### config.mk
export PLATFORM = sky130hd
export DESIGN_NAME = uart_transmitter
export DESIGN_NICKNAME = d
export VERILOG_FILES = /design/src/rtl/uart_transmitter.sv
export SDC_FILE = /design/constraint.sdc
export NUM_CORES = 1
export LEC_CHECK = 0
export CORE_UTILIZATION = 55
export DETAILED_ROUTE_END_ITERATION = 6
export HOLD_SLACK_MARGIN = 0.02
export PLACE_DENSITY = 0.73
export SLEW_MARGIN = 40
export SYNTH_ARGS = -nofsm -noshare
export SYNTH_HDL_FRONTEND = slang
export SYNTH_SLANG_ARGS = --single-unit
### constraint.sdc
create_clock -name clk -period 3.1 [get_ports clk]
set_input_delay 0.62 -clock clk [delete_from_list [all_inputs] [get_ports clk]]
set_output_delay 0.62 -clock clk [all_outputs]
set_load 0.01 [all_outputs]
### src/rtl/uart_transmitter.sv
// UART 8N1 transmitter: byte FIFO on a valid/ready input, LSB-first serialiser on TxD.
// Frames run back-to-back while the FIFO holds data.
//
// state   | meaning
// S_IDLE  | line high, waiting for a queued byte
// S_START | start bit (low) on the line
// S_DATA  | data bits, shreg[0] on the line
// S_STOP  | stop bit (high); may chain directly into the next frame
module uart_transmitter #(
  parameter int CLK_FREQ   = 100_000_000,
  parameter int BAUD       = 9600,
  parameter int DEPTH_LOG2 = 3
) (
  input  logic                  clk,
  input  logic                  rst,
  input  logic [7:0]            tx_data,
  input  logic                  tx_valid,
  output logic                  tx_ready,
  output logic                  TxD,
  output logic                  busy,
  output logic [DEPTH_LOG2:0]   fifo_count
);

  localparam int BIT_DIV = CLK_FREQ / BAUD;
  localparam int CNT_W   = (BIT_DIV > 2) ? $clog2(BIT_DIV) : 1;
  localparam int DEPTH   = 1 << DEPTH_LOG2;

  localparam logic [CNT_W-1:0]    CNT_LAST = CNT_W'(BIT_DIV - 1);
  localparam logic [DEPTH_LOG2:0] FULL     = (DEPTH_LOG2 + 1)'(DEPTH);

  typedef enum logic [1:0] {
    S_IDLE,
    S_START,
    S_DATA,
    S_STOP
  } state_t;

  state_t                  state_q, state_d;
  logic [7:0]              mem_q [DEPTH];
  logic [DEPTH_LOG2-1:0]   wr_ptr_q, wr_ptr_d;
  logic [DEPTH_LOG2-1:0]   rd_ptr_q, rd_ptr_d;
  logic [DEPTH_LOG2:0]     count_q, count_d;
  logic [CNT_W-1:0]        baud_q, baud_d;
  logic [2:0]              bit_idx_q, bit_idx_d;
  logic [7:0]              shreg_q, shreg_d;
  logic                    txd_q, txd_d;

  logic push;
  logic pop;
  logic bit_end;
  logic fifo_empty;

  assign fifo_empty = (count_q == '0);
  assign tx_ready   = (count_q != FULL);
  assign push       = tx_valid && tx_ready;
  assign bit_end    = (baud_q == CNT_LAST);

  assign fifo_count = count_q;
  assign busy       = (state_q != S_IDLE) || !fifo_empty;
  assign TxD        = txd_q;

  // FIFO storage carries no reset; only pointers and count define its contents.
  always_ff @(posedge clk) begin
    if (push) begin
      mem_q[wr_ptr_q] <= tx_data;
    end
  end

  always_comb begin
    wr_ptr_d = wr_ptr_q;
    rd_ptr_d = rd_ptr_q;
    count_d  = count_q;
    if (push) begin
      wr_ptr_d = wr_ptr_q + 1'b1;
    end
    if (pop) begin
      rd_ptr_d = rd_ptr_q + 1'b1;
    end
    case ({push, pop})
      2'b10:   count_d = count_q + 1'b1;
      2'b01:   count_d = count_q - 1'b1;
      default: count_d = count_q;
    endcase
  end

  always_comb begin
    state_d   = state_q;
    baud_d    = baud_q;
    bit_idx_d = bit_idx_q;
    shreg_d   = shreg_q;
    pop       = 1'b0;
    case (state_q)
      S_IDLE: begin
        if (!fifo_empty) begin
          pop       = 1'b1;
          shreg_d   = mem_q[rd_ptr_q];
          baud_d    = '0;
          bit_idx_d = '0;
          state_d   = S_START;
        end
      end
      S_START: begin
        if (bit_end) begin
          baud_d    = '0;
          bit_idx_d = '0;
          state_d   = S_DATA;
        end else begin
          baud_d = baud_q + 1'b1;
        end
      end
      S_DATA: begin
        if (bit_end) begin
          baud_d    = '0;
          shreg_d   = {1'b0, shreg_q[7:1]};
          bit_idx_d = bit_idx_q + 3'd1;
          if (bit_idx_q == 3'd7) begin
            state_d = S_STOP;
          end
        end else begin
          baud_d = baud_q + 1'b1;
        end
      end
      S_STOP: begin
        if (bit_end) begin
          baud_d = '0;
          // Chain straight into the next start bit so frames stay gapless.
          if (!fifo_empty) begin
            pop       = 1'b1;
            shreg_d   = mem_q[rd_ptr_q];
            bit_idx_d = '0;
            state_d   = S_START;
          end else begin
            state_d = S_IDLE;
          end
        end else begin
          baud_d = baud_q + 1'b1;
        end
      end
      default: begin
        state_d = S_IDLE;
      end
    endcase
  end

  // Line level is registered from the current state, so it trails the FSM by one cycle uniformly.
  always_comb begin
    txd_d = 1'b1;
    case (state_q)
      S_IDLE:  txd_d = 1'b1;
      S_START: txd_d = 1'b0;
      S_DATA:  txd_d = shreg_q[0];
      S_STOP:  txd_d = 1'b1;
      default: txd_d = 1'b1;
    endcase
  end

  always_ff @(posedge clk or negedge rst) begin
    if (!rst) begin
      state_q   <= S_IDLE;
      wr_ptr_q  <= '0;
      rd_ptr_q  <= '0;
      count_q   <= '0;
      baud_q    <= '0;
      bit_idx_q <= '0;
      shreg_q   <= '0;
      txd_q     <= 1'b1;
    end else begin
      state_q   <= state_d;
      wr_ptr_q  <= wr_ptr_d;
      rd_ptr_q  <= rd_ptr_d;
      count_q   <= count_d;
      baud_q    <= baud_d;
      bit_idx_q <= bit_idx_d;
      shreg_q   <= shreg_d;
      txd_q     <= txd_d;
    end
  end

endmodule

# After elaboration in Yosys (flattened, before gate mapping)
# Memory sizes are Yosys's and may differ from the RTL's.
# Index checks and enable logic that the tools add are counted.
# W data, S select, Z words.
# totals
n_memories	1
word_cells	67
ramBits	64
regBits	38
in_bits	11
output_inout_bits	7
# mem_list
memory	words	width	read_ports	rd_clocked_by_memory_dff	write_ports	line	rtl
mem_q	8	8	1	0	1	39	logic [7:0] mem_q [DEPTH];
# classes
n_eq_ne	13
n_mux	26
reduce_logical	13
addsub	6
# ops
op	n
$mux W14	2
$pmux W14 S2	1
$mux W8	3
$pmux W8 S3	1
$add A14 B1 Y14 const B	1
$eq A14 B14 Y1 const B	1
$mux W3	4
$pmux W3 S4	1
$mux W2	5
$ne A2 B2 Y1 const B	5
$add A3 B1 Y3 const B	3
$pmux W2 S4	1
$pmux W4 S2	1
$eq A2 B2 Y1 const B	3
$reduce_and A3 Y1	2
$mux W1	5
$reduce_and A5 Y1	1
$add A4 B1 Y4 const B	1
$eq A2 B1 Y1 const B	2
$logic_not A4 Y1	1
$ne A4 B4 Y1 const B	1
$reduce_bool A2 Y1	2
$sub A4 B1 Y4 const B	1
$eq A3 B3 Y1 const B	1
other kinds (9)	9

# Logic depth before layout (Yosys ltp)
# Gate-level depths: netlist of run 1.
# logic_depth
depth_word	6
mapped_depth	14
mapped_depth_nobuf	12

# Worst setup path after synthesis of run 1
# No wires, ideal clock.
# synth_path
kind	register -> register
from	reg baud_q[4]
to	reg count_q[2], in the netlist fifo_count[2]
synth_period_minus_slack_ns	3.040
required_time_ns	2.967
path_buffers	2
setup_time_ns	0.133
setup_slack_ns	0.060
arrival_ns	2.907
stages_incl_launch_ff	14
path_cell_list	dfrtp_1 > or4b_4 > nor4_4 > buf_6 > buf_6 > a21oi_1 > nor3_1 > ha_1 > xor2_1 > ha_1 > a21oi_1 > xor2_1 > nor2_1 > xor2_1
# synth_via
elab_chain_len	5
word_cells_on_any_way	7
cone_classes	3 x eq/ne; 3 x mux; 1 x reduce/logical
# synth_rtl
item	line	rtl
start: declaration	43	logic [CNT_W-1:0] baud_q, baud_d;
start signal: assignment	172	baud_q <= baud_d;
$eq A14 B14 Y1 *	56	assign bit_end = (baud_q == CNT_LAST);
$mux W1 *	124	if (bit_end) begin
$pmux W1 S2 *	92	case (state_q)
via pop	49	logic pop;
$eq A2 B1 Y1 or $eq A2 B2 Y1 (tied branches)	79	case ({push, pop})
$pmux W4 S2 or $reduce_bool A2 Y1 (tied branches)	-	
end signal: assignment	171	count_q <= count_d;
end: declaration	42	logic [DEPTH_LOG2:0] count_q, count_d;
# The timed path passes the listed nets; every way through them passes the cells marked *.
# A chain may end at the register's enable or synchronous reset.

# Worst setup path in the final report of run 1
# layout_path
from	reg count_q[0], in the netlist fifo_count[0]
to	out busy
# layout_via
elab_chain_len	3
# layout_rtl
item	line	rtl
$logic_not A4 Y1	53	assign fifo_empty = (count_q == '0);
$logic_not A1 Y1	-	
$logic_or A1 B1 Y1	59	assign busy = (state_q != S_IDLE) || !fifo_empty;
end: declaration	20	output logic busy,
# No other way between the ends.

==> run summary, run 1 <==
Die width -> 94.50 µm
Slew Limit Fails -> 0
Fin crit period -> 2.879 ns
DR vias -> 2843
Antenna cell count -> 0
# fillers -> 654
Pre-antenna DRT Iters -> 4
CTS Buf Count -> 9
Total Power -> 4.667 mW
Post-synthesis sequential area ratio -> 0.6107
CP Class -> reg -> out
Die area -> 8930 µm²
Clk_lat worst skew -> 0.37 ns
Final Setup Violations -> 0
First-pass GRT wire length -> 14.70 mm
Synthesized Nets -> 359
Post-Syn Area -> 4706 µm²
Storage element area -> 2874 µm²
Worst-path clk slew -> 0.11 ns
Vias per std cell -> 5.985
Status -> finished, final reports clean
# DRC -> 0
GP Congestion -> 0.7913
Max-cap check violation count -> 0
Iter 0 DRT Violations -> 141
Share of post-route cells with drive strength above 1 -> 0.1703
Layout area overhead -> 12.12%
Max Fclk -> 347.3 MHz
Worst-Margin Slew -> 0.7916 ns
RSZ-0062 raised after global routing -> no
CTS tree -> yes
Pwr/cell area -> 884.6 nW/µm²
H-tree levels -> 3
Clock buffer depth -> 2
Req. time, crit path -> 2.48 ns
Average size of a mapped cell -> 14.01 µm²
Detail Placement HPWL -> 5.869 mm
YS warnings -> 0
Detailed Route WL -> 8.966 mm
Min-delay worst type -> in -> async
Starting density of the core -> 0.5698
Final period util -> 0.9287
Sum Neg Setup Slack -> 0 ns
Core ar. -> 8258 µm²
Root Buffer -> clkbuf_8
VDD IR-drop max -> 0.5080 mV
Final Hold Fails -> 0
Crit-path max FO -> 9
CP endpoint kind -> output pin
WL/cell -> 18.88 µm
Vias in the first global route -> 2917
Quantity of I/O buffers inserted on ports -> 17
IO Count -> 18
P_leak -> 1.976 nW
Reg-to-reg slack, setup -> 0.22 ns
Resized cells post-CTS -> 0
Initial antenna violation count -> 0
Post-DRT Antenna Nets -> 0
Asr flop ratio synth -> 0.3725
Fin nets -> 388
Total Routing Usage GR -> 0.2266
Worst EP arrival -> 2.26 ns
Top FF cell, synth -> edfxtp_1
Die H -> 94.50 µm
Cts hold-fix bufs -> 0
Multi-input logic area -> 1702 µm²
Number of synthesized flops with an enable pin -> 64
Largest net degree at the start of global routing -> 39
Synth cell types -> 58
Core Rows -> 33
Post-CTS setup buffers -> 0
Startpoint class of the critical path -> flip-flop
Slew HR -> 0.4722
Gr ovfl total -> 0
Synth Register Bits -> 102
Clock Skew -> 0.01133 ns
Gate Count Post-Synth -> 336
Clock sinks -> 102
[cells in the final DEF (no fill, tap or decap), types with 3 or more instances in the layout]
cell	instances
nor3_1	10
clkdlybuf4s50_1	16
mux4_2	16
mux2i_1	6
o21ai_1	5
o21a_1	4
a31oi_1	4
nor4_1	4
xor2_1	4
ha_1	11
a211o_1	4
nand2b_1	7
mux2_1	8
nand2_1	20
dfrtp_1	37
edfxtp_1	64
clkbuf_8	9
xnor2_1	5
nand4_1	6
o22a_1	4
nor2_1	11
nand3_1	10
inv_8	3
o21ai_0	9
buf_4	17
inv_1	15
or4_1	3
a21oi_1	10
o22ai_1	4
[cell usage after synthesis (3+ instances only)]
| cell | number | area, µm² |
|---|---|---|
| edfxtp_1 | 64 | 1922 |
| dfrtp_1 | 37 | 925.9 |
| nand2_1 | 20 | 75.07 |
| mux4_2 | 16 | 360.4 |
| inv_1 | 15 | 56.30 |
| ha_1 | 12 | 150.1 |
| nor2_1 | 11 | 41.29 |
| nor3_1 | 11 | 55.05 |
| a21oi_1 | 10 | 50.05 |
| clkbuf_1 | 10 | 37.54 |
| nand3_1 | 10 | 50.05 |
| o21ai_0 | 9 | 45.04 |
| mux2_1 | 8 | 90.09 |
| nand2b_1 | 7 | 43.79 |
| mux2i_1 | 6 | 60.06 |
| nand4_1 | 6 | 37.54 |
| o21ai_1 | 5 | 25.02 |
| xnor2_1 | 5 | 43.79 |
| a211o_1 | 4 | 35.03 |
| a31oi_1 | 4 | 25.02 |
| nor4_1 | 4 | 25.02 |
| o21a_1 | 4 | 30.03 |
| o22a_1 | 4 | 35.03 |
| o22ai_1 | 4 | 25.02 |
| xor2_1 | 4 | 35.03 |
| or4_1 | 3 | 22.52 |
[final cells by class]
| cell class | instances | share of cell area |
|---|---|---|
| flip-flops and latches | 102 | 0.5447 |
| repair buffers | 33 | 0.05454 |
| multi-input cells | 203 | 0.3225 |
| clock inverters | 7 | 0.01850 |
| clock buffers | 9 | 0.02348 |
| well taps | 105 | 0.02490 |
| inverters | 16 | 0.01138 |
[per-stage QoR]
| step | setup slack [ns] | instance area, µm² | cells | util | hold slack, ns |
|---|---|---|---|---|---|
| after global routing | 0.06054 | 5276 | 475 | 0.6389 | 0.2253 |
| final | 0.2209 | 5276 | 475 | 0.6389 | 0.1969 |
| after CTS | 0.1139 | 5269 | 475 | 0.6380 | 0.2107 |
| after detailed placement | 0.1391 | 5047 | 459 | 0.6112 | 0.4739 |
| after global placement | 0.2363 | 5045 | 459 | 0.6109 | 0.4631 |
| after floorplan | 0.06049 | 4706 | 336 | - | 0.3244 |
[state kept, by name (all words and copies together) (netlist names)]
name / cells
TxD: 1
shreg_q: 8
bit_idx_q: 3
rd_ptr_q: 3
wr_ptr_q: 3
state_q: 2
mem_q: 64
fifo_count: 4
baud_q: 14
[critical path, stage by stage, from the launching register on]
cell and delay, ns:
dfrtp_1 0.51, or4_1 0.65, nor2_2 0.15, inv_2 0.09, clkdlybuf4s50_1 0.48
[path summary, 6_finish.rpt]
kind                               start       endpoint  depth (start not counted)
min                                  rst      baud_q[2]                          1
max in group asynchronous            rst            TxD                          1
max                        fifo_count[0]           busy                          4
min in group clk              shreg_q[0]     shreg_q[0]                          1
min reg2reg                   shreg_q[0]     shreg_q[0]                          1
max reg2reg                    baud_q[4]  fifo_count[2]                         11
[where the power goes]
group | internal (mW) | leakage [nW] | switching [mW] | total [mW]
combinational | 0.838 | 0.818 | 0.905 | 1.74
clock | 0.401 | 0.113 | 0.503 | 0.904
sequential | 1.76 | 1.05 | 0.257 | 2.02
[metal layers]
| layer | share of wire | routed length, µm | GRT usage |
|---|---|---|---|
| met1 | 0.41 | 3652 | 0.2678 |
| met2 | 0.54 | 4825 | 0.4124 |
| met3 | 0.036 | 321 | 0.04187 |
| met4 | 0.019 | 167 | 0.08081 |
| met5 | 0 | 0 | 0 |
[kinds of logic (layout without fill, tap and decap cells)]
family                     after synthesis  count (layout)  share of synthesized area
adders and majority gates               12              12                    0.03191
buffers and inverters                   31              65                    0.02925
xor gates and xnor gates                 9               9                    0.01675
DFF                                    102             102                     0.6107
AOI/OAI and AO/OA                       61              61                    0.09067
and+or+nand+nor                         90              90                     0.1098
muxes                                   31              31                     0.1109
No activity file was read; power rests on OpenSTA's default activity.
==> inputs of run 2 (changes only) <==
--- a/config.mk
+++ b/config.mk
@@ -5,10 +5,12 @@
 export SDC_FILE = /design/constraint.sdc
 export NUM_CORES = 1
 export LEC_CHECK = 0
+export CORE_MARGIN = 1
 export CORE_UTILIZATION = 55
 export DETAILED_ROUTE_END_ITERATION = 6
 export HOLD_SLACK_MARGIN = 0.02
 export PLACE_DENSITY = 0.73
+export REMOVE_ABC_BUFFERS = 1
 export SLEW_MARGIN = 40
 export SYNTH_ARGS = -nofsm -noshare
 export SYNTH_HDL_FRONTEND = slang
==> run 2 against run 1 <==
  * Non-clock buffer count increased by 4
  * Register-to-register slack about the same
  * Global-route usage shrank 0.36 points
  * Critical path type is now reg -> reg
  * Largest power group unchanged
==> run summary, run 2 (same netlist as run 1, synthesis figures left out) <==
Status -> finished, final reports clean
Detail Placement HPWL -> 5.834 mm (-0.59%)
Share of post-route cells with drive strength above 1 -> 0.1765 (+0.006200)
Multi-input logic area -> 1700 µm² (about the same)
Largest net degree at the start of global routing -> 39 (unchanged)
First-pass GRT wire length -> 14.55 mm (-1.0%)
Min-delay worst type -> in -> async
Slew Limit Fails -> 0 (unchanged)
Die area -> 8930 µm² (unchanged)
CP Class -> reg -> reg
Post-CTS setup buffers -> 0 (unchanged)
P_leak -> 1.997 nW (+1.1%)
IO Count -> 18 (unchanged)
Sum Neg Setup Slack -> 0 ns (unchanged)
Crit-path cells -> or4b_4 -> nor4_4 -> a21oi_1 -> nor3_1 -> ha_1 -> buf_4 -> nand3b_1 -> a211oi_1 -> nor3_1 -> nand3b_1
Worst-path clk slew -> 0.11 ns (about the same)
Req. time, crit path -> 3.36 ns (+0.88 ns)
Iter 0 DRT Violations -> 161 (+14%)
Fin util -> 0.6421 (+0.003182)
RSZ-0062 raised after global routing -> no
Worst EP arrival -> 3.14 ns (+0.88 ns)
CTS tree -> yes
WL/cell -> 18.22 µm (-3.5%)
Vias in the first global route -> 2895 (-0.75%)
Slew HR -> 0.6519 (+0.1796)
Placed Cells -> 463 (+0.87%)
CP endpoint kind -> flip-flop
Final Setup Violations -> 0 (unchanged)
Vias per std cell -> 5.946 (-0.66%)
Starting density of the core -> 0.5698 (unchanged)
GP Congestion -> 0.7924 (+0.14%)
Reg with most FFs -> mem_q
Total Routing Usage GR -> 0.2230 (-0.003559)
Detailed Route WL -> 8.725 mm (-2.7%)
Cts hold-fix bufs -> 0 (unchanged)
Antenna cell count -> 0 (unchanged)
Layout area overhead -> 12.68%
Crit-path max FO -> 7 (-2)
Clock Skew -> 0.01149 ns (+0.0001594 ns)
Quantity of I/O buffers inserted on ports -> 17 (unchanged)
# fillers -> 609 (-6.9%)
Final Hold Fails -> 0 (unchanged)
Die width -> 94.50 µm (unchanged)
Core ar. -> 8258 µm² (unchanged)
# DRC -> 0 (unchanged)
Max-cap check violation count -> 0 (unchanged)
Fin crit period -> 2.879 ns (-0.0003330 ns)
Resized cells post-CTS -> 0 (unchanged)
VDD IR-drop max -> 0.6322 mV (+24%)
Pwr/cell area -> 880.8 nW/µm² (-0.43%)
Final period util -> 0.9286 (about the same)
Max Fclk -> 347.4 MHz (about the same)
Clk_lat worst skew -> 0.37 ns (about the same)
Startpoint class of the critical path -> flip-flop
Root Buffer -> clkbuf_8
Top Registers -> mem_q x64, baud_q x14, shreg_q x8
CTS Buf Count -> 9 (unchanged)
Most frequent cells in the layout -> edfxtp_1, dfrtp_1, buf_4
DR vias -> 2848 (+0.18%)
Gr ovfl total -> 0 (unchanged)
Slowest CP cell -> or4b_4
H-tree levels -> 3 (unchanged)
Fin nets -> 392 (+1.0%)
CP max stage delay -> 0.57 ns (-0.08 ns)
Commonest non-fill, non-tap cell in the layout -> edfxtp_1
Clock buffer depth -> 2 (unchanged)
Storage element area -> 2874 µm² (unchanged)
Post-DRT Antenna Nets -> 0 (unchanged)
Die H -> 94.50 µm (unchanged)
Pre-antenna DRT Iters -> 4 (unchanged)
Initial antenna violation count -> 0 (unchanged)
Max FFs per register -> 64 (unchanged)
Total Power -> 4.671 mW (about the same)
Finished Layout Cells -> 479 (+0.84%)
Worst-Margin Slew -> 0.5182 ns (-0.2734 ns)
Core Rows -> 33 (unchanged)
Clock sinks -> 102 (unchanged)
==> run 2: metrics by stage <==
stage	setup slack [ns]	instance area (µm²)	hold WS [ns]
after floorplan	-0.1535	4628	0.3244
after global placement	0.2990	5081	0.4647
after detailed placement	0.2215	5084	0.4760
after CTS	0.2100	5303	0.2182
after global routing	0.01959	5303	0.2392
final	0.2213	5303	0.2103
==> run 2: per-layer routing <==
layer  vias to the layer above  global-route usage  part of all wire
li1                       1363                   -                 -
met4                         0             0.08838             0.011
met5                         -                   0                 0
met3                        10             0.03623             0.051
met1                      1410              0.3286              0.47
met2                        65              0.3345              0.47
==> run 2: final cells by class <==
class                   instances  area share
repair buffers                 37     0.05993
well taps                     105     0.02478
inverters                      16     0.01133
clock buffers                   9     0.02336
flip-flops and latches        102      0.5420
clock inverters                 7     0.01793
multi-input cells             203      0.3207
==> run 2: worst paths after layout <==
kind | end | depth (start not counted) | startpoint | slack [ns]
setup reg to reg | fifo_count[3] | 10 | baud_q[4] | 0.22
min in group clk | shreg_q[6] | 1 | shreg_q[6] | 0.51
hold / removal | baud_q[1] | 1 | rst | 0.21
hold reg to reg | shreg_q[6] | 1 | shreg_q[6] | 0.51
setup / recovery | fifo_count[3] | 10 | baud_q[4] | 0.22
max in group asynchronous | TxD | 1 | rst | 2.53
==> run 2: critical path: cells and delay by family, from the launching register on <==
kind / cells / cell delay [ns]
DFF: 1 / 0.46
and+or+nand+nor: 6 / 1.52
buffers and inverters: 1 / 0.14
adders and majority gates: 1 / 0.26
AOI/OAI and AO/OA: 2 / 0.40
==> run 2: power by group <==
part	leakage, nW	total (mW)	internal (mW)	switching, mW
clock network	0.111	0.908	0.400	0.507
logic	0.840	1.76	0.853	0.908
registers	1.05	2.00	1.76	0.238
